**config.mk**
```make
export PLATFORM = sky130hd
export DESIGN_NAME = blake2s_host_driver
export DESIGN_NICKNAME = d
export VERILOG_FILES = /design/src/rtl/blake2s_host_driver.sv
export SDC_FILE = /design/constraint.sdc
export NUM_CORES = 1
export LEC_CHECK = 0
export BUFFER_PORTS_ARGS = -buffer_cell sky130_fd_sc_hd__buf_2
export CAP_MARGIN = 0
export CORE_ASPECT_RATIO = 1.75
export CORE_UTILIZATION = 52
export CTS_BUF_LIST = sky130_fd_sc_hd__clkbuf_16
export CTS_CLUSTER_DIAMETER = 40
export DETAILED_ROUTE_END_ITERATION = 16
export PLACE_DENSITY = 0.7
export SYNTH_ARGS = -nofsm -noshare
export SYNTH_HDL_FRONTEND = slang
export SYNTH_SLANG_ARGS = --single-unit
```
**constraint.sdc**
```tcl
create_clock -name clk -period 5.5 [get_ports clk]
set_input_delay 0.55 -clock clk [delete_from_list [all_inputs] [get_ports clk]]
set_output_delay 0.55 -clock clk [all_outputs]
set_load 0.02 [all_outputs]
```
**src/rtl/blake2s_host_driver.sv**
```systemverilog
// Host-side BLAKE2s pin driver: serialises the configuration and padded 64-byte
// blocks onto valid/cmd/data, paces blocks, then captures the returned digest.
`timescale 1ns/1ps
module blake2s_host_driver #(
  parameter int BLOCK_GAP    = 32,
  parameter int HASH_TIMEOUT = 4095
) (
  input  logic        clk,
  input  logic        nreset,
  input  logic        start_i,
  input  logic [7:0]  kk_i,
  input  logic [7:0]  nn_i,
  input  logic [63:0] ll_i,
  input  logic        s_valid_i,
  input  logic [7:0]  s_data_i,
  output logic        s_ready_o,
  output logic        busy_o,
  output logic        hash_v_o,
  output logic [7:0]  hash_o,
  output logic [4:0]  hash_idx_o,
  output logic        done_o,
  output logic        error_o,
  output logic        valid_o,
  output logic [1:0]  cmd_o,
  output logic [7:0]  data_o,
  input  logic        hash_finished_i,
  input  logic [7:0]  hash_i
);

  localparam logic [1:0] CMD_CONF = 2'd0;
  localparam logic [1:0] CMD_DATA = 2'd1;
  localparam logic [1:0] CMD_LAST = 2'd2;
  localparam int GW = (BLOCK_GAP > 1) ? $clog2(BLOCK_GAP) : 1;
  localparam int TW = $clog2(HASH_TIMEOUT + 1);

  typedef enum logic [2:0] {
    S_IDLE,
    S_CONF,
    S_DATA,
    S_GAP,
    S_WAIT_HASH,
    S_READ
  } state_t;

  state_t        state_q, state_d;
  logic [3:0]    conf_idx_q, conf_idx_d;
  logic [5:0]    idx_q, idx_d;
  logic [GW-1:0] gap_cnt_q, gap_cnt_d;
  logic [TW-1:0] wait_cnt_q, wait_cnt_d;
  logic [5:0]    rd_cnt_q, rd_cnt_d;
  logic [5:0]    nn_q, nn_d;
  logic [63:0]   ll_q, ll_d;
  logic [64:0]   total_q, total_d;
  logic [64:0]   consumed_q, consumed_d;
  logic [64:0]   block_base_q, block_base_d;

  logic          valid_q, valid_d;
  logic [1:0]    cmd_q, cmd_d;
  logic [7:0]    data_q, data_d;
  logic          s_ready_q, s_ready_d;
  logic          busy_q, busy_d;
  logic          hash_v_q, hash_v_d;
  logic [7:0]    hash_q, hash_d;
  logic [4:0]    hash_idx_q, hash_idx_d;
  logic          done_q, done_d;
  logic          error_q, error_d;

  logic [7:0]    ll_byte [8];
  logic [2:0]    conf_sel;
  logic [5:0]    nn_clamped;
  logic [65:0]   blk_end;
  logic          is_final;
  logic          have_data;
  logic          xfer;

  for (genvar gi = 0; gi < 8; gi++) begin : g_ll_byte
    assign ll_byte[gi] = ll_q[8*gi +: 8];
  end

  // conf_idx_q is the beat currently on the pins; the next ll byte is conf_idx_q-1
  assign conf_sel   = conf_idx_q[2:0] - 3'd1;
  assign nn_clamped = ((nn_i == 8'd0) || (nn_i > 8'd32)) ? 6'd32 : nn_i[5:0];

  // The current block is final when the stream ends inside it (or is empty)
  assign blk_end   = {1'b0, block_base_q} + 66'd64;
  assign is_final  = ({1'b0, total_q} <= blk_end);
  assign have_data = (consumed_q < total_q);
  assign xfer      = s_valid_i & s_ready_q;

  always_comb begin
    state_d      = state_q;
    conf_idx_d   = conf_idx_q;
    idx_d        = idx_q;
    gap_cnt_d    = gap_cnt_q;
    wait_cnt_d   = wait_cnt_q;
    rd_cnt_d     = rd_cnt_q;
    nn_d         = nn_q;
    ll_d         = ll_q;
    total_d      = total_q;
    consumed_d   = consumed_q;
    block_base_d = block_base_q;
    valid_d      = 1'b0;
    cmd_d        = CMD_CONF;
    data_d       = 8'd0;
    hash_v_d     = 1'b0;
    hash_d       = 8'd0;
    hash_idx_d   = 5'd0;
    done_d       = 1'b0;
    error_d      = 1'b0;

    unique case (state_q)
      S_IDLE: begin
        if (start_i) begin
          state_d      = S_CONF;
          nn_d         = nn_clamped;
          ll_d         = ll_i;
          total_d      = {1'b0, ll_i} + ((kk_i != 8'd0) ? 65'd64 : 65'd0);
          consumed_d   = 65'd0;
          block_base_d = 65'd0;
          idx_d        = 6'd0;
          conf_idx_d   = 4'd0;
          valid_d      = 1'b1;
          data_d       = kk_i;
        end
      end

      S_CONF: begin
        if (conf_idx_q == 4'd9) begin
          state_d = S_DATA;
        end else begin
          valid_d    = 1'b1;
          conf_idx_d = conf_idx_q + 4'd1;
          data_d     = (conf_idx_q == 4'd0) ? {2'b00, nn_q} : ll_byte[conf_sel];
        end
      end

      S_DATA: begin
        // Real bytes wait for the source; pad bytes go out every cycle
        if (!have_data || xfer) begin
          valid_d = 1'b1;
          cmd_d   = is_final ? CMD_LAST : CMD_DATA;
          data_d  = have_data ? s_data_i : 8'd0;
          idx_d   = idx_q + 6'd1;
          if (have_data) begin
            consumed_d = consumed_q + 65'd1;
          end
          if (idx_q == 6'd63) begin
            if (is_final) begin
              state_d    = S_WAIT_HASH;
              wait_cnt_d = '0;
            end else begin
              state_d      = S_GAP;
              gap_cnt_d    = '0;
              block_base_d = block_base_q + 65'd64;
            end
          end
        end
      end

      S_GAP: begin
        gap_cnt_d = gap_cnt_q + GW'(1);
        if (gap_cnt_q == GW'(BLOCK_GAP - 1)) begin
          state_d = S_DATA;
        end
      end

      S_WAIT_HASH: begin
        // The first cycle here still shows the final beat, so it is not counted
        wait_cnt_d = wait_cnt_q + TW'(1);
        if ((wait_cnt_q != '0) && hash_finished_i) begin
          state_d    = S_READ;
          hash_v_d   = 1'b1;
          hash_d     = hash_i;
          hash_idx_d = 5'd0;
          rd_cnt_d   = 6'd1;
        end else if (wait_cnt_q == TW'(HASH_TIMEOUT)) begin
          state_d = S_IDLE;
          error_d = 1'b1;
        end
      end

      S_READ: begin
        if (rd_cnt_q == nn_q) begin
          state_d = S_IDLE;
          done_d  = 1'b1;
        end else if (!hash_finished_i) begin
          state_d = S_IDLE;
          error_d = 1'b1;
        end else begin
          hash_v_d   = 1'b1;
          hash_d     = hash_i;
          hash_idx_d = rd_cnt_q[4:0];
          rd_cnt_d   = rd_cnt_q + 6'd1;
        end
      end

      default: state_d = S_IDLE;
    endcase

    busy_d    = (state_d != S_IDLE);
    s_ready_d = (state_d == S_DATA) && (consumed_d < total_q);
  end

  always_ff @(posedge clk) begin
    if (!nreset) begin
      state_q      <= S_IDLE;
      conf_idx_q   <= 4'd0;
      idx_q        <= 6'd0;
      gap_cnt_q    <= '0;
      wait_cnt_q   <= '0;
      rd_cnt_q     <= 6'd0;
      nn_q         <= 6'd0;
      ll_q         <= 64'd0;
      total_q      <= 65'd0;
      consumed_q   <= 65'd0;
      block_base_q <= 65'd0;
      valid_q      <= 1'b0;
      cmd_q        <= 2'd0;
      data_q       <= 8'd0;
      s_ready_q    <= 1'b0;
      busy_q       <= 1'b0;
      hash_v_q     <= 1'b0;
      hash_q       <= 8'd0;
      hash_idx_q   <= 5'd0;
      done_q       <= 1'b0;
      error_q      <= 1'b0;
    end else begin
      state_q      <= state_d;
      conf_idx_q   <= conf_idx_d;
      idx_q        <= idx_d;
      gap_cnt_q    <= gap_cnt_d;
      wait_cnt_q   <= wait_cnt_d;
      rd_cnt_q     <= rd_cnt_d;
      nn_q         <= nn_d;
      ll_q         <= ll_d;
      total_q      <= total_d;
      consumed_q   <= consumed_d;
      block_base_q <= block_base_d;
      valid_q      <= valid_d;
      cmd_q        <= cmd_d;
      data_q       <= data_d;
      s_ready_q    <= s_ready_d;
      busy_q       <= busy_d;
      hash_v_q     <= hash_v_d;
      hash_q       <= hash_d;
      hash_idx_q   <= hash_idx_d;
      done_q       <= done_d;
      error_q      <= error_d;
    end
  end

  assign valid_o    = valid_q;
  assign cmd_o      = cmd_q;
  assign data_o     = data_q;
  assign s_ready_o  = s_ready_q;
  assign busy_o     = busy_q;
  assign hash_v_o   = hash_v_q;
  assign hash_o     = hash_q;
  assign hash_idx_o = hash_idx_q;
  assign done_o     = done_q;
  assign error_o    = error_q;

endmodule

```
# Yosys cells after proc, flatten, opt, wreduce, memory -nomap -nowiden
# Cells that the tools add are included.
[word_totals]
output_inout_bits = 29
reg_bits = 330
elab_cells = 155
inputBits = 101
[op_classes]
n_lt_le_gt_ge = 5
n_mux = 68
bitwise_logic = 5
n_reduce_logical = 26
n_addsub = 10
eq_ne = 20
[op_table]
columns = ["operator", "count"]
rows = [
  ["$mux W65", 7],
  ["$pmux W65 S2", 2],
  ["$lt A65 B65 Y1", 2],
  ["$mux W8", 10],
  ["$add A65 B7 Y66 const B", 1],
  ["$le A65 B66 Y1", 1],
  ["$add A64 B7 Y65", 1],
  ["$add A65 B1 Y65 const B", 1],
  ["$add A65 B7 Y65 const B", 1],
  ["$mux W12", 3],
  ["$mux W6", 6],
  ["$mux W3", 10],
  ["$bmux W8 S3", 1],
  ["$pmux W12 S2", 1],
  ["$pmux W6 S2", 2],
  ["$pmux W8 S3", 1],
  ["$ne A2 B2 Y1 const B", 9],
  ["$pmux W3 S6", 1],
  ["$pmux W8 S2", 1],
  ["$mux W5", 3],
  ["$add A12 B1 Y12 const B", 1],
  ["$add A6 B1 Y6 const B", 2],
  ["$eq A12 B12 Y1 const B", 1],
  ["$reduce_and A4 Y1", 3],
  ["other kinds (37)", 63],
]

# Depth between registers and ports, before layout
# Gate-level depths: netlist (run 1).
[depth]
ltp_word = 8
depth_mapped = 24
mapped_depth_nobuf = 21

# Worst setup path before layout (run 1)
# OpenSTA, ideal clock, no wires.
[synth_path]
path_type = "register to register"
from = "reg total_q[63]"
to = "reg s_ready_q (netlist: s_ready_o)"
stages_incl_launch_ff = 24
t_required_ns = 5.384
arrival_time_ns = 4.744
path_buffers = 2
synth_period_minus_slack_ns = 4.859
setup_ns = 0.116
slack_ns = 0.641
path_cell_list = "dfxtp_1 > inv_1 > ha_1 > nand4_1 > nor4_2 > nand4_1 > or4_1 > o211ai_1 > buf_4 > nor3_1 > buf_2 > and3_1 > a22oi_1 > nand2_1 > ha_1 > nand4_1 > nor3_1 > nand4_1 > or4_1 > nor3_1 > a2bb2oi_1 > o2111ai_1 > nor3_1 > and3_1"
[synth_via]
elab_chain_cells = 7
elab_cells_between_ends = 14
cone_classes = "order compare: 3; eq/ne: 1; mux: 7; reduce/logical: 3"
[synth_rtl]
columns = ["item", "line_no", "text"]
rows = [
  ["start: declaration", "53", "logic [64:0] total_q, total_d;"],
  ["start signal: assignment", "236", "total_q <= total_d;"],
  ["$lt A65 B65 Y1 *", "87", "assign have_data = (consumed_q < total_q);"],
  ["$logic_not A1 Y1", "139", "if (!have_data || xfer) begin"],
  ["$logic_or A1 B1 Y1", "139", ""],
  ["$mux W65 *", "139", ""],
  ["$pmux W65 S2 *", "111", "unique case (state_q)"],
  ["named net consumed_d[63]", "54", "logic [64:0] consumed_q, consumed_d;"],
  ["$lt A65 B65 Y1 *", "201", "s_ready_d = (state_d == S_DATA) && (consumed_d < total_q);"],
  ["$logic_and A1 B1 Y1 *", "201", ""],
  ["end signal: assignment", "242", "s_ready_q <= s_ready_d;"],
  ["end: declaration", "60", "logic s_ready_q, s_ready_d;"],
]
# Mark *: on every way through the listed nets, which the timed path passes. The rest lies on a longest branch.
# A chain may end at the register's enable or synchronous reset.

# Final worst setup path (run 1)
[layout_path]
from = "reg total_q[30]"
to = "reg s_ready_q (netlist: s_ready_o)"
# Same word-level chain as after synthesis.

==> flow_summary_export.csv, run 1 <==
group,metric,value,unit
floorplan,die_area,41100,um^2
route,drc,0,
synthesis,ys_warn_count,0,
timing,setup_viol,0,
worst_hold_path,min_path_type,"input port to flip-flop",
synthesis,netlist_area,20900,um^2
timing,drv_slew,0,
timing,whs,0.194,ns
clocking,clkTransAtPathRegs,0.07,ns
setup_path,cp-end-kind,"flip-flop",
pwr,pwr_density_cell,242,nW/um^2
synthesis,synth.distinct_cells,76,
global_route,grt_max_degree,187,
global_route,antenna_found_initial,1,
timing,finalWorstSetupSlack,0.183,ns
timing,fmax,188,MHz
final_layout,final_util,0.646,
route,viasPerCell,6.23,
synthesis,synthTopCellsByArea,"dfxtp_1, ha_1, nand2_1",
setup_path,required,5.93,ns
timing,tightest_slew,1.14,ns
timing,rsz0062_at_grt,"yes",
final_layout,layout-drive-gt1-share,0.186,
route,drtIter0Drc,1487,
route,num_vias,21800,
setup_path,crit_type,"flip-flop to flip-flop",
synthesis,syn_avg_cell_area,7.84,um^2
place,portBuffers,129,
floorplan,pin_count,130,
setup_path,critPathMaxStageDelay,0.51,ns
global_route,met1_usage,0.377,
global_route,grt-busiest-layer,"met2",
setup_path,reg2reg_setup_slack,0.18,ns
global_route,grt_pass1_wl,112,mm
setup_path,worstPathArrival,5.75,ns
global_route,grt_util_met2,0.616,
place,place_congestion,0.997,
synthesis,dominantRegCellSynth,"dfxtp_1",
synthesis,async_flop_share,0,
floorplan,die_w,154,um
clocking,numCtsBuffers,41,
final_layout,num-nets-final,3284,
pwr,ir_worst_vdd,0.331,mV
place,hpwl,54.0,mm
timing,hold_viol,0,
timing,max_slew_margin,0.240,
floorplan,start_util,0.531,
clocking,clock_sinks,318,
final_layout,final_cell_mix,"nand2_1, dfxtp_1, buf_4",
setup_path,cp-start-kind,"flip-flop",
clocking,cts_tree,"done",
global_route,gr-usage-met3,0.0346,
timing,post-route-period-util,0.967,
synthesis,synth_top_area_frac,0.304,
synthesis,synth_top_area_cell,"dfxtp_1",
run_status,status,"complete, no violations",
clocking,ctsRootBufferMaster,"clkbuf_16",
clocking,cts_hold_buf,0,
synthesis,seq_area_frac_synth,0.304,
floorplan,coreArea,39400,um^2
global_route,grt_overflow_total,0,
floorplan,rows,96,
synthesis,synthCells,2669,
route,firstDrtPassIters,6,
setup_path,cpLargestDelayFamily,"simple AND/OR/NAND/NOR gates",
job,max_cap_viol_count,0,
route,finalWirelength,71.7,mm
route,ant_nets,0,
timing,finalClockSkew,0.0361,ns
setup_path,critPathMostFrequentCell,"buf_4",
final_layout,area_delta_synth_final,21.6,%
global_route,track_usage,0.345,
route,avgRoutedWirePerCell,20.5,um
timing,fin_crit,5.32,ns
global_route,grt_pass1_vias,21500,
synthesis,ys_ff_latch,318,
setup_path,crit_fanout,4,
synthesis,synth_edf_count,0,
clocking,worstSkewPairLatency,0.56,ns
clocking,clockBufferDepth,3,
setup_path,path_cells,"inv_1 > ha_1 > nand4_1 > or3_1 > or4_4 > o211ai_1 > buf_4 > nor3_2 > buf_4 > and3_1 > buf_4 > a221o_1 > ha_1 > nand4_1 > buf_4 > or3_1 > nor3_1 > nand2_1 > o221ai_1 > nor3_1 > and3_1",
pwr,cellLeakagePower,10.7,nW
setup_path,path_buf_inv,5,
final_layout,fillers,3427,
floorplan,die_h,267,um
clocking,ctsHtreeMaxLevel,2,
final_layout,layout_commonest_cell,"nand2_1",
setup_path,cp_slowest_cell,"or4_4",
place,place_ws,-0.182,ns
synthesis,syn_nets,2970,
[sequential cells by signal (all words and copies together), names as in the netlist]
signal        flops
hash_idx_o        5
hash_v_o          1
state_q           3
s_ready_o         1
done_o            1
consumed_q       65
conf_idx_q        4
valid_o           1
gap_cnt_q         5
nn_q              6
rd_cnt_q          6
idx_q             6
cmd_o             2
data_o            8
total_q          59
wait_cnt_q       12
busy_o            1
ll_q             64
error_o           1
block_base_q     59
hash_o            8
[power by group]
part	internal (mW)	total, mW	switching, mW	leakage (nW)
clock network	1.71	2.83	1.13	0.698
logic	0.349	0.874	0.525	7.46
registers	2.38	2.44	0.0584	2.59
[worst paths after layout]
path	startpoint	to	cells past startpoint
worst max-delay path	total_q[30]	s_ready_o	21
worst min-delay path	hash_i[3]	hash_o[3]	2
worst max register to register	total_q[30]	s_ready_o	21
worst min register to register	ll_q[32]	ll_q[32]	2
[metrics by stage]
step | setup TNS [ns] | power, mW | area, um^2 | std cells
2_1_floorplan | 0 | 2.94 | 20900 | 2669
3_3_place_gp | -0.0216 | 3.31 | 23900 | 3426
5_1_grt | -0.0417 | 6.34 | 25400 | 3504
3_5_place_dp | -0.182 | 3.33 | 23900 | 3426
4_1_cts | 0 | 6.14 | 25300 | 3499
6_report | 0 | 6.15 | 25400 | 3505
[repair_timing]
item | CTS | global route
buffers inserted | 0 | 4
gates resized for setup | 2 | 23
setup endpoints to repair | 1 | 66
pin swaps | 0 | 12
[cell type report]
class                      instances  area [um^2]  area share
inverter                         103          389      0.0153
clock buffer                      43         1080      0.0423
multi-input combinational       2098        13700       0.539
antenna                            2         5.00    0.000197
clock inverter                    30          327      0.0128
tap                              490          613      0.0241
timing repair buffer             421         2940       0.116
sequential                       318         6370       0.250
[per-layer routing]
layer | share of wire | wire length, um
met2 | 0.49 | 35400
met4 | 0.079 | 5630
met1 | 0.37 | 26800
met3 | 0.053 | 3830
met5 | 0 | 0
[Yosys cell counts, drive strengths merged (12+ instances only)]
cell type,count
a211oi,47
a21o,43
a21oi,229
a31oi,64
and2,38
and3,55
and4,24
buf,28
clkbuf,122
dfxtp,318
ha,200
inv,103
mux2i,12
mux4,16
nand2,363
nand2b,17
nand3,98
nand4,86
nor2,193
nor3,34
nor4,22
o211ai,12
o21ai,201
o31ai,64
or3,19
or4,21
xnor2,62
xor2,74
[logic make-up (layout without fill, tap and decap cells)]
group	after synthesis	in the layout	share of synthesized area
AOI/OAI and AO/OA	736	736	0.215
xor gates and xnor gates	136	136	0.0570
adders and majority gates	200	200	0.120
buffers and inverters	253	597	0.0470
DFF	318	318	0.304
muxes	30	30	0.0241
other	0	2	0
and+or+nand+nor	996	996	0.233
Note: power is estimated with default switching activity, not from simulation.
==> inputs of run 2 (changes only) <==
CORE_ASPECT_RATIO = 2   (was 1.75)
clock period = 4.9 ns   (was 5.5 ns; I/O delays follow)
==> run 2 against run 1 <==
Against the previous run:
- the run now ends with setup timing left
- worst setup slack worse by 0.65 ns
- via count grew 5.8%
- final cell count grew 6.1%
- non-clock buffer count grew 190
- core utilization grew 5.3 points
- combinational power grew 34%
- die area about the same
- register-to-register slack worse by 0.65 ns
- first-iteration DRC count is 27% higher
- hold slack worse by 0.053 ns
- total power increased by 7.0%
- highest routed layer unchanged
==> flow_summary_export.csv, run 2 (synthesis results as in run 1) <==
group,metric,value,unit
run_status,status,"finished with violations",
run_status,violations,"setup timing",
route,firstDrtPassIters,7,
floorplan,die_w,144,um
setup_path,cpLargestDelayFamily,"simple AND/OR/NAND/NOR gates",
route,ant_nets,0,
floorplan,die_h,286,um
final_layout,antenna_cells,0,
final_layout,top_regs,"consumed_q (65), ll_q (64)",
global_route,grt_pass1_wl,121,mm
pwr,cellLeakagePower,11.9,nW
pwr,switchingPower,1.97,mW
clocking,ctsRootBufferMaster,"clkbuf_16",
job,max_cap_viol_count,0,
floorplan,coreArea,39600,um^2
timing,fmax,186,MHz
setup_path,cp_slowest_cell,"or4_4",
final_layout,layout-drive-gt1-share,0.276,
global_route,grt_max_degree,188,
final_layout,fin_cells,3719,
timing,setup_tns,-6.44,ns
setup_path,cp-start-kind,"flip-flop",
timing,drv_slew,0,
pwr,power_frac_comb,0.177,
timing,rsz0062_at_grt,"yes",
global_route,antenna_found_initial,0,
global_route,gr-usage-met3,0.0576,
timing,finalClockSkew,0.0326,ns
setup_path,worstPathArrival,5.79,ns
timing,post-route-period-util,1.09,
route,avgRoutedWirePerCell,21.9,um
final_layout,largest_reg_flops,65,
pwr,p_seq_frac,0.415,
pwr,pwr-share-clk,0.408,
global_route,grt_pass1_vias,23100,
timing,fin_crit,5.36,ns
timing,tightest_slew,1.09,ns
clocking,clockBufferDepth,3,
pwr,pwr_density_cell,238,nW/um^2
place,placed_area,25100,um^2
route,drtIter0Drc,1893,
setup_path,required,5.32,ns
global_route,grt-busiest-layer,"met2",
setup_path,crit_fanout,14,
final_layout,area_delta_synth_final,32.2,%
route,finalWirelength,81.4,mm
place,dp_cells,3614,
place,hpwl,58.3,mm
route,drc,0,
route,num_vias,23100,
pwr,intPower,4.61,mW
clocking,clkTransAtPathRegs,0.07,ns
worst_hold_path,min_path_type,"input port to flip-flop",
final_layout,final_util,0.699,
timing,finalWorstSetupSlack,-0.463,ns
final_layout,fillers,3259,
global_route,grt_util_met2,0.664,
timing,setup_viol,60,
place,place_ws,-0.616,ns
pwr,swShare,0.299,
setup_path,cp-end-kind,"flip-flop",
final_layout,top_register,"consumed_q",
setup_path,critPathMaxStageDelay,0.51,ns
floorplan,rows,103,
floorplan,start_util,0.529,
timing,hold_viol,0,
clocking,clock_sinks,318,
route,viasPerCell,6.21,
place,place_congestion,1.04,
final_layout,final_cell_mix,"buf_4, nand2_1, dfxtp_1",
setup_path,crit_type,"flip-flop to flip-flop",
clocking,ctsHtreeMaxLevel,2,
global_route,grt_overflow_total,0,
clocking,cts_tree,"done",
final_layout,layout_commonest_cell,"buf_4",
final_layout,num-nets-final,3471,
floorplan,pin_count,130,
place,portBuffers,129,
global_route,met1_usage,0.399,
floorplan,die_area,41100,um^2
clocking,worstSkewPairLatency,0.56,ns
timing,max_slew_margin,0.272,
clocking,numCtsBuffers,38,
global_route,track_usage,0.383,
final_layout,design_area,27600,um^2
pwr,ir_worst_vdd,0.347,mV
setup_path,path_buf_inv,5,
-- run 2: path summary, 6_finish.rpt --
check               from        end  slack (ns)  cells after the start
min reg2reg     ll_q[32]   ll_q[32]        0.46                      2
max          total_q[28]  s_ready_o       -0.46                     25
max reg2reg  total_q[28]  s_ready_o       -0.46                     25
min            hash_i[7]  hash_o[7]        0.14                      2
-- run 2: worst reg2reg max path, cell delays in order, from the launching register on --
cell,delay [ns]
dfxtp_1,0.37
inv_1,0.08
ha_1,0.32
nand4_1,0.19
nor3_1,0.08
a221oi_1,0.27
buf_4,0.18
a21oi_1,0.09
a211o_1,0.32
buf_12,0.16
nor4_4,0.35
buf_4,0.19
a31oi_1,0.08
o21ai_1,0.27
o31ai_4,0.11
ha_1,0.33
nand4_1,0.15
nor3_2,0.20
buf_4,0.14
nand4_1,0.22
or4_4,0.51
nor3_4,0.14
nand2_1,0.09
a21oi_2,0.15
nor3_1,0.06
and3_1,0.17
-- run 2: repair_timing --
action                                  CTS  global route
cloned                                    2             8
endpoints found under the setup margin   81            79
hold buffers                              0             0
pin swaps                                42            92
buffers inserted                         17            16
resized for setup                        60           170
-- run 2: power by group through the flow --
stage          Combinational, mW  Sequential, mW  Clock (mW)
3_5_place_dp                1.03            2.78           0
4_1_cts                     1.06            2.72        2.70
3_3_place_gp               0.999            2.77           0
6_report                    1.17            2.73        2.68
5_1_grt                     1.25            2.73        2.80
2_1_floorplan              0.525            2.77           0
-- run 2: metal layers --
layer,vias to the layer above,routed length (um)
met5,-,0
met4,0,8530
met3,418,5550
met2,1105,39200
met1,10900,28100
li1,10700,-
-- run 2: stage by stage --
step	hold WS [ns]	total power, mW
5_1_grt	0.127	6.78
6_report	0.141	6.57
4_1_cts	0.127	6.48
3_5_place_dp	0.449	3.81
2_1_floorplan	0.433	3.30
3_3_place_gp	0.438	3.77
-- run 2: area by class of cell --
type	count	area, um^2	area share
clock buffers	39	976	0.0353
clock inverters	25	151	0.00548
inverters	103	389	0.0141
multi-input cells	2098	14500	0.523
flip-flops and latches	318	6390	0.231
well taps	525	657	0.0238
repair buffers	611	4620	0.167
